==> src/rtl/count_display_if.sv <==
// Signal bundle between the 0..99 counter stage (master) and the display stage (slave).
interface count_display_if;
  logic [6:0] count;
  logic       buzzer;
  logic [6:0] seg;
  logic [1:0] an;
  logic       buzzer_out;
  logic       conv_busy;

  modport master (output count, buzzer, input seg, an, buzzer_out, conv_busy);
  modport slave  (input count, buzzer, output seg, an, buzzer_out, conv_busy);
endinterface

==> src/rtl/count_display.sv <==
// Two-digit multiplexed 7-segment driver for the 0..99 counter, with sequential BCD
// conversion and buzzer pulse stretcher. Optional macro DISP_LZ_BLANK_EN blanks a leading zero.
module count_display #(
  parameter int unsigned REFRESH_DIV  = 50000,
  parameter int unsigned BUZZ_STRETCH = 25000000,
  parameter bit          SEG_ACT_LOW  = 1'b1
) (
  input logic            clk,
  input logic            result_reset,
  count_display_if.slave bus
);

  localparam int unsigned RW = (REFRESH_DIV > 1) ? $clog2(REFRESH_DIV) : 1;
  localparam int unsigned SW = $clog2(BUZZ_STRETCH + 1);
  localparam logic [RW-1:0] REFRESH_LAST = RW'(REFRESH_DIV - 1);
  localparam logic [SW-1:0] STRETCH_LOAD = SW'(BUZZ_STRETCH);
  localparam logic [6:0] SEG_OFF = SEG_ACT_LOW ? 7'h7F : 7'h00;
  localparam logic [1:0] AN_OFF  = SEG_ACT_LOW ? 2'b11 : 2'b00;

  typedef enum logic [1:0] {IDLE, CONV, DONE} state_t;

  state_t        state_q;
  logic [6:0]    s1_q, s2_q, s3_q, last_q, rem_q;
  logic [3:0]    tcnt_q, tens_q, ones_q;
  logic          err_q, busy_q;
  logic [RW-1:0] refresh_q;
  logic          digit_sel_q;
  logic [6:0]    seg_q, seg_d;
  logic [1:0]    an_q, an_d;
  logic          b1_q, b2_q, b3_q;
  logic [SW-1:0] stretch_q;

  function automatic logic [6:0] seg7(input logic [3:0] d);
    case (d)
      4'd0:    seg7 = 7'h3F;
      4'd1:    seg7 = 7'h06;
      4'd2:    seg7 = 7'h5B;
      4'd3:    seg7 = 7'h4F;
      4'd4:    seg7 = 7'h66;
      4'd5:    seg7 = 7'h6D;
      4'd6:    seg7 = 7'h7D;
      4'd7:    seg7 = 7'h07;
      4'd8:    seg7 = 7'h7F;
      4'd9:    seg7 = 7'h6F;
      default: seg7 = 7'h00;
    endcase
  endfunction

  // Repeated-subtraction converter; new inputs are only looked at in IDLE.
  always_ff @(posedge clk or posedge result_reset) begin
    if (result_reset) begin
      s1_q    <= '0;
      s2_q    <= '0;
      s3_q    <= '0;
      last_q  <= '0;
      rem_q   <= '0;
      tcnt_q  <= '0;
      tens_q  <= '0;
      ones_q  <= '0;
      err_q   <= 1'b0;
      busy_q  <= 1'b0;
      state_q <= IDLE;
    end else begin
      s1_q <= bus.count;
      s2_q <= s1_q;
      s3_q <= s2_q;
      case (state_q)
        IDLE: begin
          if ((s2_q == s3_q) && (s3_q != last_q)) begin
            last_q <= s3_q;
            if (s3_q > 7'd99) begin
              err_q <= 1'b1;
            end else begin
              rem_q   <= s3_q;
              tcnt_q  <= '0;
              busy_q  <= 1'b1;
              state_q <= CONV;
            end
          end
        end
        CONV: begin
          if (rem_q >= 7'd10) begin
            rem_q  <= rem_q - 7'd10;
            tcnt_q <= tcnt_q + 4'd1;
          end else begin
            busy_q  <= 1'b0;
            state_q <= DONE;
          end
        end
        DONE: begin
          tens_q  <= tcnt_q;
          ones_q  <= rem_q[3:0];
          err_q   <= 1'b0;
          state_q <= IDLE;
        end
        default: state_q <= IDLE;
      endcase
    end
  end

  always_comb begin
    logic [6:0] pat;
    logic [1:0] en;
    pat = err_q ? 7'h40 : seg7(digit_sel_q ? tens_q : ones_q);
    en  = digit_sel_q ? 2'b10 : 2'b01;
`ifdef DISP_LZ_BLANK_EN
    if (digit_sel_q && (tens_q == 4'd0) && !err_q) begin
      pat = '0;
      en  = '0;
    end
`endif
    seg_d = SEG_ACT_LOW ? ~pat : pat;
    an_d  = SEG_ACT_LOW ? ~en  : en;
  end

  // seg and an share one register stage so a digit change never shows mixed data.
  always_ff @(posedge clk or posedge result_reset) begin
    if (result_reset) begin
      refresh_q   <= '0;
      digit_sel_q <= 1'b0;
      seg_q       <= SEG_OFF;
      an_q        <= AN_OFF;
    end else begin
      if (refresh_q == REFRESH_LAST) begin
        refresh_q   <= '0;
        digit_sel_q <= ~digit_sel_q;
      end else begin
        refresh_q <= refresh_q + 1'b1;
      end
      seg_q <= seg_d;
      an_q  <= an_d;
    end
  end

  // A fresh rising edge reloads the stretch counter even if it is still running.
  always_ff @(posedge clk or posedge result_reset) begin
    if (result_reset) begin
      b1_q      <= 1'b0;
      b2_q      <= 1'b0;
      b3_q      <= 1'b0;
      stretch_q <= '0;
    end else begin
      b1_q <= bus.buzzer;
      b2_q <= b1_q;
      b3_q <= b2_q;
      if (b2_q && !b3_q) begin
        stretch_q <= STRETCH_LOAD;
      end else if (stretch_q != '0) begin
        stretch_q <= stretch_q - 1'b1;
      end
    end
  end

  assign bus.seg        = seg_q;
  assign bus.an         = an_q;
  assign bus.conv_busy  = busy_q;
  assign bus.buzzer_out = (stretch_q != '0);

endmodule

==> src/flat_wrapper.sv <==
// flat-port wrapper written by rule: the top's interface ports become plain ports
module count_display_flat 
#(
  parameter int unsigned REFRESH_DIV  = 50000,
  parameter int unsigned BUZZ_STRETCH = 25000000,
  parameter bit          SEG_ACT_LOW  = 1'b1
)
  (clk, result_reset, bus_count, bus_buzzer, bus_seg, bus_an, bus_buzzer_out, bus_conv_busy);
  count_display_if bus_i ();
  input logic clk;
  input logic result_reset;
  input wire logic [$bits(bus_i.count)-1:0] bus_count;
  input wire logic [$bits(bus_i.buzzer)-1:0] bus_buzzer;
  output wire logic [$bits(bus_i.seg)-1:0] bus_seg;
  output wire logic [$bits(bus_i.an)-1:0] bus_an;
  output wire logic [$bits(bus_i.buzzer_out)-1:0] bus_buzzer_out;
  output wire logic [$bits(bus_i.conv_busy)-1:0] bus_conv_busy;
  assign bus_i.count = bus_count;
  assign bus_i.buzzer = bus_buzzer;
  assign bus_seg = bus_i.seg;
  assign bus_an = bus_i.an;
  assign bus_buzzer_out = bus_i.buzzer_out;
  assign bus_conv_busy = bus_i.conv_busy;
  count_display #(.REFRESH_DIV(REFRESH_DIV), .BUZZ_STRETCH(BUZZ_STRETCH), .SEG_ACT_LOW(SEG_ACT_LOW)) u_core (.clk(clk), .result_reset(result_reset), .bus(bus_i));
endmodule
==> config.mk <==
export PLATFORM = sky130hd
export DESIGN_NAME = count_display_flat
export DESIGN_NICKNAME = d
export VERILOG_FILES = /design/src/rtl/count_display_if.sv /design/src/rtl/count_display.sv /design/src/flat_wrapper.sv
export SDC_FILE = /design/constraint.sdc
export NUM_CORES = 1
export LEC_CHECK = 0
export CAP_MARGIN = 10
export CORE_MARGIN = 10
export CORE_UTILIZATION = 55
export DETAILED_ROUTE_END_ITERATION = 10
export GPL_ROUTABILITY_DRIVEN = 0
export PLACE_DENSITY = 0.83
export REMOVE_ABC_BUFFERS = 1
export SLEW_MARGIN = 0
export SYNTH_ARGS = -nofsm -noshare
export SYNTH_HDL_FRONTEND = slang
export SYNTH_SLANG_ARGS = --single-unit
==> constraint.sdc <==
create_clock -name clk -period 5.5 [get_ports clk]
set_input_delay 0.55 -clock clk [delete_from_list [all_inputs] [get_ports clk]]
set_output_delay 0.55 -clock clk [all_outputs]
set_load 0.05 [all_outputs]
# After elaboration in Yosys (flattened, before gate mapping)
# Memory sizes are Yosys's and may differ from the RTL's.
# Index checks and enable logic that the tools add are counted.
[classes] add_sub_neg=4 magnitude_cmp=2 eq_ne=10 n_mux=25 bitwise=3 n_reduce_logical=13
[op_table] cell="2-to-1 mux 25 bit" n=2
[op_table] cell="2-to-1 mux 7 bit" n=4
[op_table] cell="nonzero test 25 bit" n=1
[op_table] cell="subtractor 25 x 1 -> 25 bit (second input constant)" n=1
[op_table] cell="adder 16 x 1 -> 16 bit (second input constant)" n=1
[op_table] cell="== test 16 bit (second input constant)" n=1
[op_table] cell="2-to-1 mux 16 bit" n=1
[op_table] cell="2-to-1 mux 4 bit" n=4
[op_table] cell="case mux 7 bit (2 select lines)" n=1
[op_table] cell="2-to-1 mux 2 bit" n=4
[op_table] cell="case mux 4 bit (2 select lines)" n=1
[op_table] cell="AND reduction 4 bit" n=2
[op_table] cell="== test 7 bit" n=1
[op_table] cell="greater-or-equal comparator 7 x 4 -> 1 bit (second input constant)" n=1
[op_table] cell="greater-than comparator 7 bit (second input constant)" n=1
[op_table] cell="!= test 7 bit" n=1
[op_table] cell="inverter 7 bit" n=1
[op_table] cell="subtractor 7 x 4 -> 7 bit (second input constant)" n=1
[op_table] cell="!= test 2 x 1 -> 1 bit (second input constant)" n=3
[op_table] cell="AND reduction 3 bit" n=2
[op_table] cell="nonzero test 2 bit" n=3
[op_table] cell="2-to-1 mux 1 bit" n=5
[op_table] cell="adder 4 x 1 -> 4 bit (second input constant)" n=1
[op_table] cell="!= test 2 bit (second input constant)" n=2
[op_table] cell="other kinds (10)" n=12
[word_totals] ff_bits=105 romBits=112 out_inout_bits=11 elab_cells=77 memories=1
[memory_table] memory="(no name shown)" words=16 word_bits=7 read_ports=1 rd_ports_with_merged_regs=0 wr=0 line_no="count_display.sv:34" source="case (d)"

# Longest topological paths before layout
# Gate-level depths: netlist (run 1).
[logic_depth] word_depth=4 ltp_mapped=8 mapped_depth_nobuf=8

# Worst setup path before layout (run 1)
# Ideal clock, no wire load.
[synth_path] kind="register to register" from="register u_core.stretch_q[3]" to="register u_core.stretch_q[6]" t_arrival_ns=2.625 t_required_ns=5.368 slack_ns=2.743 stages_incl_launch_ff=9 period_less_slack_ns=2.757 cell_sequence="dfrtp_1 or4_1 buf_2 or4_4 nor4_4 inv_4 nand2_1 nor3_1 or3b_1"
[synth_between] word_cells_on_any_way=5
[synth_rtl] element="start: declaration" line_no="count_display.sv:31" source="logic [SW-1:0] stretch_q;"
[synth_rtl] element="start signal: assignment" line_no="count_display.sv:149" source="stretch_q <= stretch_q - 1'b1;"
[synth_rtl] element="nonzero test 25 bit"
[synth_rtl] element="net bus_buzzer_out" line_no="flat_wrapper.sv:16" source="output wire logic [$bits(bus_i.buzzer_out)-1:0] bus_buzzer_out;"
[synth_rtl] element="nonzero test 2 bit (no source line)"
# The timed path passes the listed nets, and every way through them passes these cells. The select of a mux whose other input is x is not followed.
# A chain may end at the register's enable or synchronous reset.

# Worst setup path after layout (run 1)
[layout_path] from="register u_core.stretch_q[5]" to="output bus_buzzer_out"
[layout_between] elab_chain_len=1
[layout_lines] element="nonzero test 25 bit" line_no="count_display.sv:157" source="assign bus.buzzer_out = (stretch_q != '0);"
[layout_lines] element="end: declaration" line_no="flat_wrapper.sv:16"
# Every way passes these cells.

==> impl_metrics.toml, run 1 <==
[clock_network]
cts_tree = "built"
cts_resized = 0
htree_num_levels = 3
clkTransAtPathRegs_ps = 90
cts.path.max_buffers = 2
hold_buffers = 0
clock_sinks = 105
post_cts_buffers = 0
clk_latency_ps = 370
clock-root-buffer = "clkbuf_8"
cts_buffers = 9

[sta]
worst_slack_ps = 1700
setup_viol = 0
drv_slew = 0
max_freq_ghz = 0.263
rsz0062_at_grt = "no"
slew-limit-headroom_pct = 18.7
post-route-min-period_ps = 3800
hold_viol = 0
setup_tns_ps = 0
worstMarginPinSlew_ps = 1210
period_share_pct = 69.1
fin_worst_skew_ps = 7.36

[worst_setup_path]
setup.worst_path.class = "reg -> out"
worstPathRequired_ps = 4950
slowest_stage = "clkdlybuf4s50_1"
crit_path_end_kind = "primary output"
crit_arrival_ps = 3250
start_kind = "flip-flop"
max_stage_delay_ps = 730
cp_max_fo = 7
crit_chain = "or4_1 > or4_4 > nor4_4 > inv_4 > clkdlybuf4s50_1"
r2r_setup_slack_ps = 2570

[routing]
via_per_inst = 5.54
drt_iter0_drc = 130
num_vias = 3043
dr.pass1.iters = 4
drc = 0
wirelength_mm = 7.79
wl_per_cell_um = 14.2
ant_nets = 0

[logic_synthesis]
synth-simple-area-share_pct = 17.9
yosys_warnings = 0
synth_fa_ha_area_share_pct = 2.71
synth_area_um2 = 4620
async_flop_share_pct = 100
synth-compound-area-share_pct = 6.42
synthFlopType = "dfrtp_1"
syn_area_per_cell_um2 = 11.1
synthCells = 417
yosys.area_share.xor_xnor_pct = 8.53
synth_cell_types = 48
muxShareOfSynthArea_pct = 5.17
synth_top_family_by_area = "simple AND/OR/NAND/NOR gates"
ys_seq_area_share_pct = 57.1
synth-seq-cells = 105
synth-edff-count = 0

[grt]
grt_max_degree = 65
antenna_found_initial = 0
grt_pass1_wl_mm = 14.0
grt_pass1_vias = 3078
grt_overflow = 0
gr-usage-all-layers_pct = 13.1

[placement]
dp_hpwl_mm = 5.42
pre_cts_ws_ps = 2090
io_buffers = 20

[floorplan]
start_util_pct = 56.3
row_count = 33
die_w_um = 112
io_pins = 21
coreArea_um2 = 8220
fp.dieH_um = 112
dieArea_um2 = 12500

[layout]
multi_input_area_um2 = 1880
nets = 459
layout-drive-gt1-share_pct = 11.0
fillerInstances = 602
seqCellArea_um2 = 2640
antennaDiodeCount = 0
area_growth_pct = 11.7

[min_path]
hold_path_class = "reg -> reg"

[pwr]
leakagePower_nw = 2.25
peakVddDrop_mv = 0.233
power.density_nw_per_um2 = 386

[flow_run]
cap_violations = 0

[status]
outcome = "finished, final reports clean"
==> cell type report <==
| cell class | instances | share of cell area [%] |
|---|---|---|
| Sequential cell | 105 | 51.1 |
| Inverter | 15 | 1.19 |
| Timing Repair Buffer | 22 | 4.17 |
| Clock inverter | 6 | 2.08 |
| Tap cell | 105 | 2.54 |
| Multi-Input combinational cell | 286 | 36.4 |
| Clock buffer | 10 | 2.47 |
==> Yosys cell counts, drive strengths merged, types with 3 or more instances <==
master / instances / area share [%]
ha: 10 / 2.7
dfstp: 9 / 5.1
o21ai: 18 / 1.9
nand4: 4 / 0.54
nor4: 12 / 1.9
o21bai: 3 / 0.49
mux2: 15 / 3.7
inv: 15 / 1.3
dfrtp: 96 / 52
nand3: 19 / 2.2
xor2: 28 / 5.3
nand2b: 9 / 1.2
buf: 3 / 0.27
clkbuf: 8 / 0.65
nor3: 13 / 1.4
mux2i: 7 / 1.5
o21a: 3 / 0.49
nor2b: 4 / 0.54
xnor2: 17 / 3.2
or3: 8 / 1.1
nor2: 47 / 3.8
a21oi: 12 / 1.3
or3b: 3 / 0.57
and3: 5 / 0.68
or4: 4 / 0.73
nand2: 27 / 2.2
==> path summary, 6_finish.rpt <==
kind                                        endpoint  depth (start not counted)           startpoint
worst min-delay path                  u_core.s2_q[6]                          0       u_core.s1_q[6]
worst max register to register  u_core.stretch_q[17]                          6  u_core.stretch_q[5]
max in group asynchronous          u_core.bus.seg[1]                          3         result_reset
worst max-delay path                  bus_buzzer_out                          5  u_core.stretch_q[5]
min in group asynchronous        u_core.stretch_q[3]                          2         result_reset
worst min register to register        u_core.s2_q[6]                          0       u_core.s1_q[6]
==> metal layers <==
layer / share of wire, % / vias up / global-route usage (%)
li1: - / 1483 / -
met1: 47 / 1488 / 16.3
met2: 47 / 60 / 20.6
met3: 4.3 / 12 / 3.54
met4: 1.8 / 0 / 6.43
met5: 0 / - / 0
==> cell usage in the layout, fill, tap and decap left out, types with 3 or more instances in the layout <==
cell type        count
dfrtp_1             96
nor2_1              47
xor2_1              28
nand2_1             27
clkdlybuf4s50_1     20
nand3_1             18
xnor2_1             17
o21ai_0             17
mux2_2              15
inv_1               13
nor3_1              13
a21oi_1             12
nor4_1              11
ha_1                10
nand2b_1             9
clkbuf_8             9
dfstp_2              9
or3_1                8
mux2i_1              7
and3_1               5
nand4_1              4
nor2b_1              4
o21a_1               3
o21bai_1             3
or4_1                3
bufinv_16            3
==> cell families after synthesis <==
group	Yosys count
adders and majority gates	10
buffers and inverters	26
DFF	105
muxes	22
and+or+nand+nor	161
xor gates and xnor gates	45
AOI/OAI and AO/OA	48
==> where the power goes <==
group	leakage [nW]	internal (mW)	total [mW]	switching, mW
registers	1.28	0.891	0.981	0.0904
logic	0.860	0.192	0.458	0.266
clock network	0.116	0.301	0.553	0.252
total	2.25	1.38	1.99	0.608
==> sequential cells by signal, indices dropped and copies added (netlist names) <==
name,flops
u_core.b1_q,1
u_core.b2_q,1
u_core.s3_q,7
u_core.ones_q,4
u_core.rem_q,7
u_core.b3_q,1
u_core.err_q,1
u_core.state_q,2
u_core.bus.conv_busy,1
u_core.s2_q,7
u_core.last_q,7
u_core.tens_q,4
u_core.bus.an,2
u_core.digit_sel_q,1
u_core.stretch_q,25
u_core.s1_q,7
u_core.bus.seg,7
u_core.refresh_q,16
u_core.tcnt_q,4
==> stage by stage <==
| stage | util [%] | power, mW | hold WS (ps) | cells | area [um^2] |
|---|---|---|---|---|---|
| 6_report | 62.8 | 1.99 | 356 | 549 | 5160 |
| 3_5_place_dp | 60.0 | 1.46 | 335 | 533 | 4930 |
| 3_3_place_gp | 60.0 | 1.44 | 332 | 533 | 4930 |
| 5_1_grt | 62.8 | 2.11 | 364 | 549 | 5160 |
| 2_1_floorplan | - | 1.33 | 331 | 406 | 4580 |
| 4_1_cts | 62.8 | 2.01 | 355 | 549 | 5160 |
==> worst max-delay path, delay by kind of cell, from the launching register on <==
family | cells | cell delay, ps
buf+inv | 2 | 830
flops | 1 | 400
simple gates | 3 | 1650
(Power assumes the default switching activity.)
==> inputs of run 2 (changes only) <==
- CORE_UTILIZATION: 55 -> 54
- PLACE_DENSITY: 0.83 -> 0.84
- clock period: 5.5 -> 3.1 ns (I/O delays scaled with it)
==> run 2 against run 1 <==
Net effect:
- combinational power rose by 82%
- count of clock-buffer cells in the layout unchanged
- global-route usage down 0.23 points
- worst setup slack worse by 1500 ps
- core utilization grew 0.26 points
- critical path depth did not move
- non-clock buffer count is 4 higher
- clock power grew 80%
- largest cell class unchanged
==> impl_metrics.toml, run 2 (synthesized netlist as in run 1, its figures left out) <==
[status]
outcome = "finished, final reports clean"

[grt]
grt_pass1_vias = 3106
antenna_found_initial = 0
gr-usage-all-layers_pct = 12.9
grt_pass1_wl_mm = 13.9
grt_max_degree = 65
grt_overflow = 0

[worst_setup_path]
crit_arrival_ps = 2550
setup.worst_path.class = "reg -> out"
crit_path_end_kind = "primary output"
worstPathRequired_ps = 2790
cp_max_fo = 7
start_kind = "flip-flop"

[clock_network]
clkTransAtPathRegs_ps = 100
cts_resized = 0
clock_sinks = 105
cts.path.max_buffers = 2
cts_buffers = 9
htree_num_levels = 3
hold_buffers = 0
cts_tree = "built"
clock-root-buffer = "clkbuf_8"
post_cts_buffers = 0
clk_latency_ps = 360

[sta]
rsz0062_at_grt = "no"
post-route-min-period_ps = 2860
setup_tns_ps = 0
worstMarginPinSlew_ps = 1080
hold_viol = 0
period_share_pct = 92.3
fin_worst_skew_ps = 7.97
drv_slew = 0
slew-limit-headroom_pct = 27.6
setup_viol = 0
max_freq_ghz = 0.350

[layout]
layout-drive-gt1-share_pct = 12.3
top_regs = "u_core.stretch_q x25, u_core.refresh_q x16"
most-common-layout-cells = "96 x dfrtp_1, 47 x nor2_1, 28 x xor2_1"
top_register = "u_core.stretch_q"
multi_input_area_um2 = 1880
nets = 463
largest_reg_flops = 25
fillerInstances = 666
area_growth_pct = 12.8
seqCellArea_um2 = 2640
mostFrequentLayoutCell = "dfrtp_1"
antennaDiodeCount = 0

[routing]
ant_nets = 0
drc = 0
wirelength_mm = 8.06
num_vias = 3072
dr.pass1.iters = 4
via_per_inst = 5.56
wl_per_cell_um = 14.6
drt_iter0_drc = 158

[floorplan]
start_util_pct = 56.0
coreArea_um2 = 8260
die_w_um = 113
fp.dieH_um = 113
dieArea_um2 = 12700
io_pins = 21
row_count = 33

[pwr]
peakVddDrop_mv = 0.439
p_total_mw = 3.58
leakagePower_nw = 2.29
power.density_nw_per_um2 = 686

[flow_run]
cap_violations = 0

[placement]
dp_hpwl_mm = 5.64
io_buffers = 20

[min_path]
hold_path_class = "in -> async"
## run 2: cell count changes in the layout (fill, tap and decap cells not counted), sizes merged
cell and change:
buf +5, clkinv +1, clkinvlp -1, clkdlybuf4s50 -1
## run 2: routing by layer
layer / global-route usage [%] / wire, um / share of wire (%) / up-vias
met1: 15.7 / 3650 / 45 / 1526
met3: 2.77 / 273 / 3.4 / 9
met2: 21.1 / 4020 / 50 / 47
li1: - / - / - / 1490
met4: 6.60 / 125 / 1.6 / 0
met5: 0 / 0 / 0 / -
## run 2: critical path, stage by stage (launching register included)
cell and delay [ps]:
dfrtp_1 410, or4_1 620, or4_4 470, nor4_4 380
inv_4 100, buf_4 200
## run 2: power breakdown
part | leakage [nW] | internal, mW | switching (mW) | total [mW]
combinational | 0.886 | 0.348 | 0.487 | 0.835
sequential | 1.28 | 1.58 | 0.167 | 1.75
clock | 0.126 | 0.554 | 0.441 | 0.995
total | 2.29 | 2.48 | 1.09 | 3.58
## run 2: through the flow
stage / setup WS (ps) / cell area [um^2] / std cells / utilization (%) / hold WS (ps)
floorplan: 44.4 / 4580 / 406 / - / 331
global placement: 571 / 4970 / 537 / 60.2 / 333
detailed placement: 501 / 4970 / 537 / 60.2 / 336
CTS: 236 / 5210 / 553 / 63.1 / 339
global route: 149 / 5210 / 553 / 63.1 / 361
finish: 239 / 5210 / 553 / 63.1 / 332
## run 2: worst paths after layout
check / from / to / slack, ps / depth (start not counted)
hold / removal: result_reset / u_core.stretch_q[11] / 330 / 2
max in group asynchronous: result_reset / u_core.bus.seg[2] / 2040 / 3
setup reg to reg: u_core.stretch_q[3] / u_core.stretch_q[6] / 480 / 7
setup / recovery: u_core.stretch_q[3] / bus_buzzer_out / 240 / 5
min in group clk: u_core.s1_q[0] / u_core.s2_q[0] / 350 / 0
hold reg to reg: u_core.s1_q[0] / u_core.s2_q[0] / 350 / 0
## run 2: area by class of cell
type | count | area share [%]
Clock inverter | 6 | 2.02
Multi-Input combinational cell | 286 | 36.1
Timing Repair Buffer | 26 | 4.90
Inverter | 15 | 1.18
Clock buffer | 10 | 2.64
Sequential cell | 105 | 50.6
Tap cell | 105 | 2.52
